==> src/rtl/dsp_pkg.sv <==
// rtl/dsp_pkg.sv - shared FSM encoding, product indices and rounding helper for cx_mixer
package dsp_pkg;

  typedef enum logic [2:0] {
    ST_IDLE = 3'd0,
    ST_P0   = 3'd1,
    ST_P1   = 3'd2,
    ST_P2   = 3'd3,
    ST_P3   = 3'd4
  } state_t;

  // Operand pairings fed to the shared multiplier
  localparam logic [1:0] PRD_XI_LI = 2'd0;
  localparam logic [1:0] PRD_XQ_LQ = 2'd1;
  localparam logic [1:0] PRD_XI_LQ = 2'd2;
  localparam logic [1:0] PRD_XQ_LI = 2'd3;

  // Half an LSB of the output once the Q1.(LOSZ-1) LO scale is removed
  function automatic int round_offset(input int losz);
    return 1 << (losz - 2);
  endfunction

endpackage

==> src/rtl/cx_mixer_if.sv <==
// rtl/cx_mixer_if.sv - sample/LO input handshake and mixed output bundle
interface cx_mixer_if #(
  parameter int DSZ  = 16,
  parameter int LOSZ = 16
);
  logic                   in_valid;
  logic                   in_ready;
  logic signed [DSZ-1:0]  in_i;
  logic signed [DSZ-1:0]  in_q;
  logic signed [LOSZ-1:0] lo_i;
  logic signed [LOSZ-1:0] lo_q;
  logic                   mode_real;
  logic                   mode_conj;
  logic                   out_valid;
  logic signed [DSZ-1:0]  out_i;
  logic signed [DSZ-1:0]  out_q;

  modport master (
    output in_valid, in_i, in_q, lo_i, lo_q, mode_real, mode_conj,
    input  in_ready, out_valid, out_i, out_q
  );

  modport slave (
    input  in_valid, in_i, in_q, lo_i, lo_q, mode_real, mode_conj,
    output in_ready, out_valid, out_i, out_q
  );
endinterface

==> src/rtl/saturator.sv <==
// rtl/saturator.sv - signed clamp from ISZ to OSZ bits
module saturator #(
  parameter int ISZ = 18,
  parameter int OSZ = 16
) (
  input  logic signed [ISZ-1:0] din,
  output logic signed [OSZ-1:0] dout
);

  always_comb begin
    if (&din[ISZ-1:OSZ-1] || ~|din[ISZ-1:OSZ-1]) begin
      dout = din[OSZ-1:0];
    end else if (din[ISZ-1]) begin
      dout = {1'b1, {(OSZ-1){1'b0}}};
    end else begin
      dout = {1'b0, {(OSZ-1){1'b1}}};
    end
  end

endmodule

==> src/rtl/cx_mixer.sv <==
// rtl/cx_mixer.sv - complex mixer with one time-shared signed multiplier,
// round-half-up and saturation; 4 cycles/sample complex, 2 cycles/sample real
module cx_mixer
  import dsp_pkg::*;
#(
  parameter int DSZ  = 16,
  parameter int LOSZ = 16
) (
  input logic        clk,
  input logic        reset_n,
  cx_mixer_if.slave  mix
);

  localparam int PW = DSZ + LOSZ;
  localparam int AW = PW + 1;
  localparam logic signed [AW-1:0] RND = AW'(round_offset(LOSZ));

  state_t state_q, state_d;
  logic   accept, last_issue, issue;
  logic [1:0] sel;
  logic   i_first, i_neg, i_done_i, i_done_q;

  logic signed [DSZ-1:0]  xi_q, xi_d, xq_q, xq_d;
  logic signed [LOSZ-1:0] li_q, li_d, lq_q, lq_d;
  logic                   real_q, real_d, conj_q, conj_d;

  logic signed [PW-1:0] prod_q, prod_d;
  logic pv_q, pv_d, pfirst_q, pfirst_d, pneg_q, pneg_d, pdi_q, pdi_d, pdq_q, pdq_d;

  logic signed [AW-1:0] acc_q, acc_d, acc_base;
  logic adi_q, adi_d, adq_q, adq_d;

  logic signed [DSZ-1:0] ihold_q, ihold_d, oi_q, oi_d, oq_q, oq_d;
  logic                  ov_q, ov_d;

  logic signed [DSZ-1:0]  mul_a;
  logic signed [LOSZ-1:0] mul_b;
  logic signed [DSZ+1:0]  sat_in;
  logic signed [DSZ-1:0]  sat_out;

  always_ff @(posedge clk or negedge reset_n) begin
    if (!reset_n) state_q <= ST_IDLE;
    else          state_q <= state_d;
  end

  always_comb begin
    state_d = state_q;
    case (state_q)
      ST_IDLE: if (accept) state_d = ST_P0;
      ST_P0:   state_d = ST_P1;
      ST_P1:   state_d = real_q ? (accept ? ST_P0 : ST_IDLE) : ST_P2;
      ST_P2:   state_d = ST_P3;
      ST_P3:   state_d = accept ? ST_P0 : ST_IDLE;
      default: state_d = ST_IDLE;
    endcase
  end

  // Each issued product carries its own accumulate tags down the pipe,
  // so a new sample can start while the previous one drains.
  always_comb begin
    last_issue   = (state_q == ST_P3) || (state_q == ST_P1 && real_q);
    mix.in_ready = reset_n && ((state_q == ST_IDLE) || last_issue);
    issue        = (state_q != ST_IDLE);
    sel      = PRD_XI_LI;
    i_first  = 1'b0;
    i_neg    = 1'b0;
    i_done_i = 1'b0;
    i_done_q = 1'b0;
    case (state_q)
      ST_P0: begin
        i_first  = 1'b1;
        i_done_i = real_q;
      end
      ST_P1: begin
        if (real_q) begin
          sel      = PRD_XI_LQ;
          i_first  = 1'b1;
          i_neg    = conj_q;
          i_done_q = 1'b1;
        end else begin
          sel      = PRD_XQ_LQ;
          i_neg    = !conj_q;
          i_done_i = 1'b1;
        end
      end
      ST_P2: begin
        sel     = PRD_XI_LQ;
        i_first = 1'b1;
        i_neg   = conj_q;
      end
      ST_P3: begin
        sel      = PRD_XQ_LI;
        i_done_q = 1'b1;
      end
      default: ;
    endcase
  end

  assign accept = mix.in_valid && mix.in_ready;

  always_comb begin
    case (sel)
      PRD_XI_LI: begin mul_a = xi_q; mul_b = li_q; end
      PRD_XQ_LQ: begin mul_a = xq_q; mul_b = lq_q; end
      PRD_XI_LQ: begin mul_a = xi_q; mul_b = lq_q; end
      default:   begin mul_a = xq_q; mul_b = li_q; end
    endcase

    xi_d   = accept ? mix.in_i      : xi_q;
    xq_d   = accept ? mix.in_q      : xq_q;
    li_d   = accept ? mix.lo_i      : li_q;
    lq_d   = accept ? mix.lo_q      : lq_q;
    real_d = accept ? mix.mode_real : real_q;
    conj_d = accept ? mix.mode_conj : conj_q;

    prod_d   = issue ? PW'(mul_a) * PW'(mul_b) : prod_q;
    pv_d     = issue;
    pfirst_d = i_first;
    pneg_d   = i_neg;
    pdi_d    = i_done_i;
    pdq_d    = i_done_q;

    acc_base = pfirst_q ? '0 : acc_q;
    acc_d    = acc_q;
    if (pv_q) acc_d = pneg_q ? acc_base - AW'(prod_q) : acc_base + AW'(prod_q);
    adi_d = pv_q && pdi_q;
    adq_d = pv_q && pdq_q;

    sat_in  = (DSZ+2)'((acc_q + RND) >>> (LOSZ-1));
    ihold_d = adi_q ? sat_out : ihold_q;
    ov_d    = adq_q;
    oi_d    = adq_q ? ihold_q : oi_q;
    oq_d    = adq_q ? sat_out : oq_q;
  end

  saturator #(.ISZ(DSZ+2), .OSZ(DSZ)) u_sat (
    .din  (sat_in),
    .dout (sat_out)
  );

  always_ff @(posedge clk or negedge reset_n) begin
    if (!reset_n) begin
      xi_q <= '0; xq_q <= '0; li_q <= '0; lq_q <= '0;
      real_q <= 1'b0; conj_q <= 1'b0;
      prod_q <= '0; pv_q <= 1'b0; pfirst_q <= 1'b0; pneg_q <= 1'b0;
      pdi_q <= 1'b0; pdq_q <= 1'b0;
      acc_q <= '0; adi_q <= 1'b0; adq_q <= 1'b0;
      ihold_q <= '0; oi_q <= '0; oq_q <= '0; ov_q <= 1'b0;
    end else begin
      xi_q <= xi_d; xq_q <= xq_d; li_q <= li_d; lq_q <= lq_d;
      real_q <= real_d; conj_q <= conj_d;
      prod_q <= prod_d; pv_q <= pv_d; pfirst_q <= pfirst_d; pneg_q <= pneg_d;
      pdi_q <= pdi_d; pdq_q <= pdq_d;
      acc_q <= acc_d; adi_q <= adi_d; adq_q <= adq_d;
      ihold_q <= ihold_d; oi_q <= oi_d; oq_q <= oq_d; ov_q <= ov_d;
    end
  end

  assign mix.out_valid = ov_q;
  assign mix.out_i     = oi_q;
  assign mix.out_q     = oq_q;

endmodule

==> src/flat_wrapper.sv <==
// flat-port wrapper written by rule: the top's interface ports become plain ports
module cx_mixer_flat import dsp_pkg::*;
#(
  parameter int DSZ  = 16,
  parameter int LOSZ = 16
)
  (clk, reset_n, mix_in_valid, mix_in_i, mix_in_q, mix_lo_i, mix_lo_q, mix_mode_real, mix_mode_conj, mix_in_ready, mix_out_valid, mix_out_i, mix_out_q);
  cx_mixer_if #(.DSZ(DSZ), .LOSZ(LOSZ)) mix_i ();
  input logic clk;
  input logic reset_n;
  input wire logic [$bits(mix_i.in_valid)-1:0] mix_in_valid;
  input wire logic [$bits(mix_i.in_i)-1:0] mix_in_i;
  input wire logic [$bits(mix_i.in_q)-1:0] mix_in_q;
  input wire logic [$bits(mix_i.lo_i)-1:0] mix_lo_i;
  input wire logic [$bits(mix_i.lo_q)-1:0] mix_lo_q;
  input wire logic [$bits(mix_i.mode_real)-1:0] mix_mode_real;
  input wire logic [$bits(mix_i.mode_conj)-1:0] mix_mode_conj;
  output wire logic [$bits(mix_i.in_ready)-1:0] mix_in_ready;
  output wire logic [$bits(mix_i.out_valid)-1:0] mix_out_valid;
  output wire logic [$bits(mix_i.out_i)-1:0] mix_out_i;
  output wire logic [$bits(mix_i.out_q)-1:0] mix_out_q;
  assign mix_i.in_valid = mix_in_valid;
  assign mix_i.in_i = mix_in_i;
  assign mix_i.in_q = mix_in_q;
  assign mix_i.lo_i = mix_lo_i;
  assign mix_i.lo_q = mix_lo_q;
  assign mix_i.mode_real = mix_mode_real;
  assign mix_i.mode_conj = mix_mode_conj;
  assign mix_in_ready = mix_i.in_ready;
  assign mix_out_valid = mix_i.out_valid;
  assign mix_out_i = mix_i.out_i;
  assign mix_out_q = mix_i.out_q;
  cx_mixer #(.DSZ(DSZ), .LOSZ(LOSZ)) u_core (.clk(clk), .reset_n(reset_n), .mix(mix_i));
endmodule
==> config.mk <==
export PLATFORM = sky130hd
export DESIGN_NAME = cx_mixer_flat
export DESIGN_NICKNAME = d
export VERILOG_FILES = /design/src/rtl/dsp_pkg.sv /design/src/rtl/cx_mixer_if.sv /design/src/rtl/saturator.sv /design/src/rtl/cx_mixer.sv /design/src/flat_wrapper.sv
export SDC_FILE = /design/constraint.sdc
export NUM_CORES = 1
export LEC_CHECK = 0
export CAP_MARGIN = 40
export CORE_AREA = 3 3 203 205
export DETAILED_ROUTE_END_ITERATION = 16
export DIE_AREA = 0 0 206 208
export GPL_ROUTABILITY_DRIVEN = 0
export GPL_TIMING_DRIVEN = 0
export HOLD_SLACK_MARGIN = 0.06
export PLACE_DENSITY = 0.72
export SYNTH_ARGS = -nofsm -noshare
export SYNTH_HDL_FRONTEND = slang
export SYNTH_SLANG_ARGS = --single-unit
==> constraint.sdc <==
create_clock -name clk -period 8.1 [get_ports clk]
set_input_delay 0.81 -clock clk [delete_from_list [all_inputs] [get_ports clk]]
set_output_delay 0.81 -clock clk [all_outputs]
set_load 0.1 [all_outputs]
# Word-level counts from Yosys, hierarchy flattened
# Index checks and enable logic that the tools add are counted.
# classes
add_sub_neg,3
n_mul,1
eq_ne,7
muxes,19
reduce_logical,18
# ops
op,n
33-bit two-way mux,2
16-bit two-way mux,4
"33-bit by 16-bit adder with 33-bit output, second input constant",1
33-bit by 32-bit adder with 33-bit output,1
33-bit by 32-bit subtractor with 33-bit output,1
16-bit by 16-bit multiplier with 32-bit output,1
3-bit one-hot mux with 5 select lines,1
1-bit one-hot mux with 2 select lines,4
"3-bit by 2-bit == test with 1-bit output, second input constant",2
3-bit two-way mux,2
2-bit one-hot mux with 3 select lines,1
2-bit OR reduction,3
1-bit logical AND,5
1-bit two-way mux,4
"3-bit by 1-bit == test with 1-bit output, second input constant",1
"3-bit == test, second input constant",1
3-bit zero test,1
1-bit logical OR,3
3-bit AND reduction,1
3-bit nonzero test,1
3-bit OR reduction,1
"2-bit by 1-bit == test with 1-bit output, second input constant",1
"2-bit == test, second input constant",1
1-bit zero test,2
other kinds (3),3
# totals
regBits,190
input_bits,69
out_inout_bits,34

# Logic depth before layout (Yosys ltp)
# logic_depth
ltp_word,9
mapped_depth,31
depth_no_buf,27

# By module
# From an unflattened synthesis, not the netlist that was laid out.
# hier_totals
hier_cells,2060
hier_area_um2,20113.0
# by_module_without_submodules
module,instances,cells_each,area_per_inst_um2,seq_area_each_um2
cx_mixer,1,2006,19792.7,4754.6
saturator,1,54,320.3,0.0

# Least setup slack after synthesis
# Ideal clock, no wire load.
# synth_timing
path_type,register -> register
startpoint,reg u_core.state_q[2]
endpoint,reg u_core.prod_q[31]
arrival_time_ps,7463
slack_ps,508
path_stages_with_launch,30
period_less_slack_ps,7592
cell_sequence,dfrtp_1 > clkbuf_1 > nor2b_1 > buf_2 > a21boi_0 > nor2_1 > buf_2 > buf_2 > mux2i_1 > nor2_1 > fa_1 > inv_1 > fa_1 > fa_1 > fa_1 > inv_1 > fa_1 > inv_1 > fa_1 > inv_1 > ha_1 > and3_1 > a21boi_0 > a221o_1 > a31oi_4 > o31ai_1 > or4_1 > a31oi_1 > xnor2_1 > o21ai_1
# synth_via
elab_chain_len,6
word_cells_on_any_way,13
cone_classes,mul: 1; eq/ne: 5; mux: 3; reduce/logical: 4
# synth_lines
element,line_no,rtl
start: declaration,cx_mixer.sv:18,"state_t state_q, state_d;"
start signal: assignment,cx_mixer.sv:43,else state_q <= state_d;
3-bit == test or 3-bit by 2-bit == test with 1-bit output (tied branches),cx_mixer.sv:69,case (state_q)
2-bit one-hot mux with 3 select lines,cx_mixer.sv:69,
"2-bit == test, or another cell as far along",cx_mixer.sv:102,case (sel)
2-bit OR reduction (no line),n/a,
16-bit two-way mux,cx_mixer.sv:102,
16-bit by 16-bit multiplier with 32-bit output,cx_mixer.sv:116,prod_d = issue ? PW'(mul_a) * PW'(mul_b) : prod_q;
end signal: assignment,cx_mixer.sv:152,prod_q <= prod_d; pv_q <= pv_d; pfirst_q <= pfirst_d; pneg_q <= pneg_d;
end: declaration,cx_mixer.sv:27,"logic signed [PW-1:0] prod_q, prod_d;"
# Several ways; a longest one is shown, not always the timed one.
# A chain may end at the register's enable or synchronous reset.

# Worst setup path after layout
# layout_timing
startpoint,reg u_core.state_q[1]
endpoint,reg u_core.prod_q[31]
# The elaborated chain is that of the path after synthesis.

==> qor.txt <==
XOR/XNOR share of the synthesized area: 4.491%
Ant diodes: 0
Fin. Hold Viols: 0
Synth Register Bits: 190
GRT Overall Usage: 23.73%
Met1 Use GR: 29.28%
Post-synthesis simple-gate area fraction: 12.98%
WHS: 0.3031 ns
Die X: 206 um
Layout Utilization: 58.76%
Grt met2 use: 41.44%
Crit end category: register
Core Area: 39640 um2
Total CTS buffers: 17
Critical R2R Capture: u_core.prod_q[31]
Routed Antenna Nets: 0
Async SR Flop Fraction: 100.0%
Number of remaining DRC errors: 0
Global-route wire length before repair: 81460 um
# port buffers: 102
Min Tclk post-route: 7.812 ns
Number of core rows: 73
Total grt overflow: 0
Synth Cell Area: 20090 um2
Max_cap viols: 0
Vias in the first global route: 16240
Most used routing layer: met2
Initial core utilization: 50.68%
Die extent in y: 208 um
Final wirelength: 48950 um
Post-synthesis mux area share: 9.554%
Reg2Reg Setup Slack: 0.29 ns
Number of synthesized flops with an enable pin: 0
Full die area: 42850 um2
Filler instances: 3333
Worst Path Arrival: 8.16 ns
Slew margin rel.: 44.41%
Post-layout nets: 2717
Worst path required time: 8.44 ns
Initial DRC count: 885
H-Tree Depth: 4
Ys Warns: 0
Critical R2R Launch: u_core.state_q[1]
Worst Hold Class: in -> async
Met3 Use GR: 3.771%
Vias: 15260
Commonest non-fill, non-tap cells in the layout: inv_1, fa_1, nor2_1, nand2_1, dfrtp_1
CTS tree: built
Final worst clock skew: 0.01699 ns
Mean number of vias per cell: 5.438
CTS Sinks: 190
Fin. max-slew vios: 0
Hold_buf cts: 0
Largest net degree at the start of global routing: 107
Sequential-to-total area share from yosys stat: 23.67%
DRT Pass-1 Iters: 6
Status: finished clean
Layout cell share with drive strength beyond 1: 12.93%
Worst-Skew Late Latency: 0.47 ns
Setup Viol. Count Final: 0
Crit-path max FO: 10
Most used cell, CP: fa_1
CTS max path bufs: 2
Post-synthesis adder-cell area fraction: 33.43%
Worst Tran Pin Value: 0.8106 ns
Max incr delay on CP: 0.55 ns
Yosys cell types: 71
Antenna violations before repair: 1
Worst-path clk slew: 0.07 ns
IO Pins: 103
Placed cell areas: 22450 um2
Synth Area per Inst: 9.621 um2
Startpoint Class: register
Reg2reg path depth: 29
Synth Area in Compound Gates: 8.458%
Fin crit share: 96.44%
Syn Nets: 2536
Worst path slowest cell: fa_1
Gate Count Post-Synth: 2088
Largest family of logic cells by synthesized area: adder cells
Area Overhead vs Synth: 15.94%
Final Cell Area: 23290 um2
Top FF cell, synth: dfrtp_1
HPWL Detailed: 40020 um
Worst setup path class: reg -> reg
Routed length per placed instance: 17.44 um
CTS root buf: clkbuf_16
Max Fclk: 128.0 MHz
Most common cell after layout, fill and taps aside: inv_1
-- metrics by stage --
stage / setup TNS, ns / setup WS, ns / std cells
floorplan: 0 / 0.5079 / 2088
global placement: -418.16 / -2.240 / 2715
detailed placement: -6.098 / -0.7737 / 2768
CTS: 0 / 0.03634 / 2803
global route: -0.0006368 / -0.0006368 / 2806
finish: 0 / 0.2881 / 2806
-- cells in the mapped netlist, types with 4 or more instances --
cell      number  area share [%]
inv_1        321             6.0
fa_1         263              26
nor2_1       220             4.1
nand2_1      194             3.6
dfrtp_1      190              24
mux2_2       142             8.0
ha_1         116             7.2
a21oi_1       87             2.2
xnor2_1       74             3.2
o21ai_0       73             1.8
clkbuf_1      55             1.0
nor2b_1       40             1.2
mux2i_1       32             1.6
xor2_1        29             1.3
nor3_1        25            0.62
a21o_1        18            0.67
nand2b_1      17            0.53
nand3_1       15            0.37
nand4_1       13            0.40
a211oi_1      12            0.45
a31oi_1       11            0.34
o21a_1        11            0.41
or2_2         11            0.34
o21bai_1      10            0.37
and2_1         7            0.22
o31ai_1        7            0.26
and3_1         6            0.19
buf_1          6            0.11
buf_2          6            0.15
o211ai_1       6            0.22
or3_1          6            0.19
nor4_1         4            0.12
-- cell families after synthesis --
logic type,count (synthesis)
mux,174
xor+xnor,103
compound gates,274
flops,190
buf+inv,391
fa+ha+maj,379
simple gates,577
-- state kept, by name (all words and copies together) (netlist names), 3 cells and up --
name	cells
u_core.acc_q	33
u_core.prod_q	32
u_core.ihold_q	16
u_core.li_q	16
u_core.mix.out_i	16
u_core.mix.out_q	16
u_core.xq_q	16
u_core.state_q	3
u_core.lq_q	16
u_core.xi_q	16
-- worst max path at each step --
stage	from	to	slack, ns	cells past startpoint
6_report	u_core.state_q[1]	u_core.prod_q[31]	0.29	29
5_1_grt	u_core.state_q[2]	u_core.prod_q[31]	-0.0006	29
4_1_cts	u_core.state_q[2]	u_core.prod_q[31]	0.04	25
3_5_place_dp	u_core.state_q[2]	u_core.prod_q[31]	-0.77	29
3_3_place_gp	reset_n	mix_in_ready	-2.24	3
2_1_floorplan	u_core.state_q[2]	u_core.prod_q[31]	0.51	29
-- layout make-up --
class / instances / area (um2) / share of cell area (%)
Timing Repair Buffer: 164 / 1787 / 7.671
Buffer: 67 / 316.6 / 1.359
Sequential cell: 190 / 4757 / 20.42
Inverter: 322 / 1209 / 5.189
Clock buffer: 18 / 439.2 / 1.885
Multi-Input combinational cell: 1507 / 13950 / 59.90
Clock inverter: 13 / 175.2 / 0.7520
Tap cell: 525 / 656.9 / 2.820
-- repair_timing --
action,4_1_cts,5_1_grt
buffers inserted,5,4
pin swaps,2,6
endpoints found under the setup margin,15,10
gates resized for setup,25,20
endpoints found under the hold margin,0,0
-- worst max-delay path: cells and delay by family, from the launching register on --
family                     cells  cell delay, ns
AOI/OAI and AO/OA              7            1.44
xor gates and xnor gates       1            0.17
adders and majority gates      7            3.29
buffers and inverters          8            0.94
DFF                            1            0.44
muxes                          1            0.20
and+or+nand+nor                5            1.18
-- per-layer routing --
metal	wire length (um)	up-vias
met5	0	-
met4	2078	0
met2	24310	560
met1	19780	7471
li1	-	7078
met3	2771	150
Power is not shown: default switching activity piles up to over one toggle a cycle in this logic, so the estimate is an artifact.
==> variant 1 (same settings) <==
`LOSZ` is set to 16 in 3 places; all go to 17.
--- a/src/rtl/cx_mixer_if.sv
+++ b/src/rtl/cx_mixer_if.sv
@@ -1,7 +1,7 @@
 // rtl/cx_mixer_if.sv - sample/LO input handshake and mixed output bundle
 interface cx_mixer_if #(
   parameter int DSZ  = 16,
-  parameter int LOSZ = 16
+  parameter int LOSZ = 17
 );
   logic                   in_valid;
   logic                   in_ready;
--- a/src/rtl/cx_mixer.sv
+++ b/src/rtl/cx_mixer.sv
@@ -4,7 +4,7 @@
   import dsp_pkg::*;
 #(
   parameter int DSZ  = 16,
-  parameter int LOSZ = 16
+  parameter int LOSZ = 17
 ) (
   input logic        clk,
   input logic        reset_n,
--- a/src/flat_wrapper.sv
+++ b/src/flat_wrapper.sv
@@ -2,7 +2,7 @@
 module cx_mixer_flat import dsp_pkg::*;
 #(
   parameter int DSZ  = 16,
-  parameter int LOSZ = 16
+  parameter int LOSZ = 17
 )
   (clk, reset_n, mix_in_valid, mix_in_i, mix_in_q, mix_lo_i, mix_lo_q, mix_mode_real, mix_mode_conj, mix_in_ready, mix_out_valid, mix_out_i, mix_out_q);
   cx_mixer_if #(.DSZ(DSZ), .LOSZ(LOSZ)) mix_i ();
Ports: changed (resized mix_lo_i and mix_lo_q); port bits go from 103 to 105. The function was not compared with the original's and may differ.
==> variant 1 against the unedited design <==
  * Wire length increased by 3.7%
  * Sequential cell count grew 4
  * Setup slack got worse by 0.041 ns
  * Cell area grew 3.0%
  * Clock skew is essentially flat
  * Maximum frequency fell by 0.52%
  * Via count grew 4.0%
  * Critical path depth is 2 lower
  * Synthesized cell count rose by 5.7%
  * Synthesized area rose by 3.9%
  * First-iteration DRC count rose by 6.8%
  * Largest cell class unchanged
Power is not shown: default switching activity piles up to over one toggle a cycle in this logic, so the estimate is an artifact.
==> variant 1: results (changes against the unedited design) <==
clk_pin_slew_ns: 0.09  # +0.02 ns
worstHoldPathType: "in2async"
worstReg2RegEnd: "u_core.prod_q[29]$_DFFE_PN0P_"
holdWs_ns: 0.301  # -0.00232 ns
cpMostUsedCell: "fa_1"
rr_startpoint: "u_core.state_q[2]$_DFFE_PN0P_"
post_dp_cell_area_um2: 23300  # +3.7%
grt_max_degree: 120  # +12%
fin_nets: 2855  # +5.1%
synth_warnings: 0  # unchanged
clock_latency_ns: 0.48
finalClockSkew_ns: 0.0175  # +0.000497 ns
wl_per_cell_um: 17.3  # -0.58%
dr_total_vias: 15876  # +4.0%
antenna_found_initial: 1  # unchanged
grt_pass1_wl_um: 84100  # +3.2%
dp_worst_setup_slack_ns: -1.38  # -0.609 ns
drt_first_pass_iters: 5  # -1
crit_required_ns: 8.48  # +0.04 ns
synthTopCellsByArea: "fa_1 27%, dfrtp_1 23%, mux2_2 7.4%, ha_1 7.1%, inv_1 6.7%"
worst_path_max_delay_cell: "fa_1"
cts_buffer_depth: 2  # unchanged
synthXorXnorAreaFrac: 0.0457  # +0.000841
drive_gt1_frac: 0.115  # -0.0148
htree_levels: 4  # unchanged
crit_family: "adder cells"
cts_made_buffers: 17  # unchanged
synthAdderAreaFrac: 0.337  # +0.00274
status: "finished, final reports clean"
drtIter0Drc: 945  # +6.8%
grt_pass1_vias: 16737  # +3.1%
r2r_cells: 27  # -6.9%
muxShareOfSynthArea: 0.0912  # -0.00435
netlist_top_cells_count: "370 x inv_1, 277 x fa_1, 254 x nand2_1"
async_reset_ff_frac: 1.00  # unchanged
synthCells: 2207  # +5.7%
top_regs: "u_core.acc_q (34), u_core.prod_q (33)"
synth_compound_area_frac: 0.0818  # -0.00274
synth_nets: 2674  # +5.4%
ys_seq_area_frac: 0.233  # -0.00404
synth_flop_cell: "dfrtp_1"
grtUsageTotal: 0.246  # +0.00895
diodes: 0  # unchanged
crit_path_max_incr_delay_ns: 0.59  # +0.04 ns
crit_fanout: 10  # unchanged
dpl.hpwl_um: 41900  # +4.8%
relSlewSlack: 0.405  # -0.0395
worst_slack_ns: 0.247  # -0.0409 ns
cts-root-buf: "clkbuf_16"
numPortBuffers: 104  # +2.0%
yosys.cell_types.count: 66  # -7.0%
==> variant 1: changes by cell type after synthesis, moves of 6 or more <==
cell | before | now
nand2_1 | 194 | 254
inv_1 | 321 | 370
a21oi_1 | 87 | 102
fa_1 | 263 | 277
nor2_1 | 220 | 206
a21o_1 | 18 | 28
o21ai_0 | 73 | 64
a211oi_1 | 12 | 6
==> variant 1: timing repair <==
action,4_1_cts,5_1_grt
pin swaps,1,3
resized for setup,13,30
buffers inserted,1,4
endpoints found under the setup margin,20,12
==> variant 1: worst max-delay path by stage <==
stage,startpoint,cells after the start,endpoint
6_report,u_core.state_q[2]$_DFFE_PN0P_,27,u_core.prod_q[29]$_DFFE_PN0P_
2_1_floorplan,u_core.state_q[2]$_DFFE_PN0P_,29,u_core.prod_q[29]$_DFFE_PN0P_
3_5_place_dp,u_core.state_q[2]$_DFFE_PN0P_,28,u_core.prod_q[25]$_DFFE_PN0P_
3_3_place_gp,reset_n,3,mix_in_ready
5_1_grt,u_core.state_q[2]$_DFFE_PN0P_,30,u_core.prod_q[25]$_DFFE_PN0P_
4_1_cts,u_core.state_q[2]$_DFFE_PN0P_,29,u_core.prod_q[32]$_DFFE_PN0P_
==> variant 1: worst reg2reg max path, stage by stage (launching register included) <==
cell and delay [ns]:
dfrtp_1 0.36, clkbuf_1 0.18, nor2b_1 0.16, clkbuf_4 0.26, a21boi_1 0.13, nor2_4 0.20
buf_6 0.22, mux2i_1 0.39, clkbuf_1 0.45, nor2_1 0.15, fa_1 0.59, fa_1 0.44
fa_1 0.56, fa_1 0.45, fa_1 0.49, inv_1 0.05, fa_1 0.47, inv_1 0.04
ha_1 0.34, a21o_1 0.18, a21o_1 0.18, a21oi_1 0.12, o21ai_0 0.14, o21ai_2 0.30
o21ai_0 0.18, a211o_1 0.33, and3_1 0.19, o31ai_1 0.21
==> variant 1: cell type report <==
type / count / area (um2)
clock buffers: 18 / 439
plain buffers: 60 / 279
fillers: 3395 / 15700
multi-input cells: 1577 / 14400
flip-flops and latches: 194 / 4850
clock inverters: 14 / 159
well taps: 525 / 657
repair buffers: 166 / 1790
inverters: 372 / 1400
==> variant 1: layer usage <==
| metal | vias up | wire [um] | global-route usage |
|---|---|---|---|
| met2 | 584 | 25000 | 0.429 |
| met4 | 0 | 2000 | 0.0892 |
| met5 | - | 0 | 0 |
| met3 | 122 | 2930 | 0.0418 |
| li1 | 7402 | - | - |
| met1 | 7768 | 20800 | 0.308 |
==> variant 1: metrics by stage <==
step                setup TNS, ns  std cells
floorplan                       0       2207
global placement          -479.43       2836
detailed placement         -13.96       2893
CTS                             0       2923
global route               -0.290       2926
finish                          0       2926
==> variant 2 (config.mk and constraints unchanged) <==
Without the edit above. Re-encode `state_t` (5 states) as one-hot, 5 bits wide.
--- a/src/rtl/dsp_pkg.sv
+++ b/src/rtl/dsp_pkg.sv
@@ -1,12 +1,12 @@
 // rtl/dsp_pkg.sv - shared FSM encoding, product indices and rounding helper for cx_mixer
 package dsp_pkg;
 
-  typedef enum logic [2:0] {
-    ST_IDLE = 3'd0,
-    ST_P0   = 3'd1,
-    ST_P1   = 3'd2,
-    ST_P2   = 3'd3,
-    ST_P3   = 3'd4
+  typedef enum logic [4:0] {
+    ST_IDLE = 5'b00001,
+    ST_P0   = 5'b00010,
+    ST_P1   = 5'b00100,
+    ST_P2   = 5'b01000,
+    ST_P3   = 5'b10000
   } state_t;
 
   // Operand pairings fed to the shared multiplier
Formal check against the unedited RTL: same outputs for any inputs over 4 cycles, from zero or initial values and one cycle with reset_n low; so few cycles prove little.
==> variant 2 against the unedited design <==
  * Clock skew down 0.0082 ns
  * Non-clock buffer count is 4 lower
  * Sequential share of layout area increased by 0.16 points
  * Wire length about the same
  * Core utilization up 0.15 points
  * Sequential cell count is 2 higher
  * Highest routed layer unchanged
  * Cell area up 0.25%
  * Synthesized area up 0.46%
  * Worst hold slack better by 0.0064 ns
  * Setup slack improved by 0.11 ns
  * Critical path type unchanged
Power is not shown: default switching activity piles up to over one toggle a cycle in this logic, so the estimate is an artifact.
==> variant 2: results (changes against the unedited design) <==
grtUsageTotal: 0.239  # +0.00162
drtIter0Drc: 786  # -11%
drc: 0  # unchanged
worstSetupPathType: "reg2reg"
cts_made_buffers: 17  # unchanged
cp.arrival_ns: 8.03  # -0.13 ns
postRouteAntennaNets: 0  # unchanged
synthTopCellsByArea: "fa_1 26%, dfrtp_1 24%, ha_1 7.2%, nand2_1 6.6%, inv_1 5.9%"
routed_via_density: 5.37  # -1.3%
finalClockSkew_ns: 0.00876  # -0.00823 ns
synth_warnings: 0  # unchanged
ys_seq_area_frac: 0.238  # +0.00146
fin_nets: 2825  # +4.0%
rr_startpoint: "u_core.real_q$_DFFE_PN0P_"
synth_nets: 2649  # +4.5%
post_dp_cell_area_um2: 22500  # +0.26%
async_reset_ff_frac: 1.00  # unchanged
finalWirelength_um: 48900  # about the same
worstHoldPathType: "in2async"
netlist_top_cells_count: "356 x nand2_1, 316 x inv_1, 263 x fa_1"
yosys.cell_types.count: 72  # +1.4%
drt_first_pass_iters: 5  # -1
clk_pin_slew_ns: 0.07  # about the same
dpl.hpwl_um: 40200  # +0.42%
worst_pin_slew_ns: 0.662  # -0.148 ns
clock_latency_ns: 0.46
synth_flop_cell: "dfrtp_1"
antenna_found_initial: 0  # -1
drive_gt1_frac: 0.104  # -0.0255
crit_fanout: 10  # unchanged
grt_pass1_vias: 16436  # +1.2%
top_regs: "u_core.acc_q (33), u_core.prod_q (32)"
dp_worst_setup_slack_ns: -0.796  # -0.0224 ns
htree_levels: 4  # unchanged
grt_pass1_wl_um: 82000  # +0.61%
grt_max_degree: 118  # +10%
fin_setup_tns_ns: 0  # unchanged
numPortBuffers: 102  # unchanged
cts-root-buf: "clkbuf_16"
status: "finished, final reports clean"
diodes: 0  # unchanged
cts_buffer_depth: 2  # unchanged
-- variant 2: kinds of logic after synthesis --
group | Yosys count | synth area share
muxes | 118 | 0.0638
adders and majority gates | 379 | 0.333
and+or+nand+nor | 736 | 0.157
buffers and inverters | 387 | 0.0720
DFF | 192 | 0.238
xor gates and xnor gates | 110 | 0.0477
AOI/OAI and AO/OA | 279 | 0.0884
-- variant 2: path summary, 6_finish.rpt --
kind | to | slack [ns] | depth (start not counted)
max in group asynchronous | u_core.xi_q[10]$_DFFE_PN0P_ | 6.82 | 2
setup / recovery | u_core.prod_q[31]$_DFFE_PN0P_ | 0.40 | 26
setup reg to reg | u_core.prod_q[31]$_DFFE_PN0P_ | 0.40 | 26
hold / removal | u_core.acc_q[4]$_DFFE_PN0P_ | 0.31 | 1
min in group clk | u_core.mix.out_valid$_DFF_PN0_ | 0.39 | 0
hold reg to reg | u_core.mix.out_valid$_DFF_PN0_ | 0.39 | 0
-- variant 2: per-stage QoR --
stage	cells	util
6_report	2914	0.589
5_1_grt	2914	0.589
4_1_cts	2906	0.584
3_5_place_dp	2877	0.568
3_3_place_gp	2828	0.551
2_1_floorplan	2201	-
-- variant 2: what timing repair did --
item                                    CTS  global route
setup buffers                             0            13
hold buffers                              0             0
endpoints found under the setup margin   15            10
gates resized for setup                  23            42
pin swaps                                 0             3
-- variant 2: critical path, cell delays in order (launching register included) --
cell and delay (ns):
dfrtp_1 0.46, or3b_2 0.49, a21o_2 0.30, buf_4 0.22, mux2i_1 0.23, buf_4 0.23, or2_2 0.32, fa_1 0.41
inv_1 0.10, fa_1 0.43, ha_1 0.23, fa_1 0.54, inv_1 0.05, fa_1 0.46, fa_1 0.54, inv_1 0.04
ha_1 0.34, o21a_1 0.20, o21ai_0 0.15, nand2b_1 0.11, a41o_1 0.31, o31a_1 0.31, a221oi_4 0.42, o211ai_1 0.17
a31oi_1 0.25, xnor2_1 0.18, o21ai_1 0.08
-- variant 2: area by class of cell --
class                   count  area, um2
plain buffers              63        258
clock buffers              18        429
clock inverters            13        121
fillers                  3364      16300
inverters                 317       1190
multi-input cells        1622      14100
flip-flops and latches    192       4810
well taps                 525        657
repair buffers            164       1770
-- variant 2: per-layer routing --
| layer | vias up | track usage | share of wire |
|---|---|---|---|
| li1 | 7331 | - | - |
| met1 | 7664 | 0.302 | 0.41 |
| met2 | 511 | 0.413 | 0.50 |
| met4 | 0 | 0.0857 | 0.036 |
| met5 | - | 0 | 0 |
| met3 | 140 | 0.0399 | 0.056 |
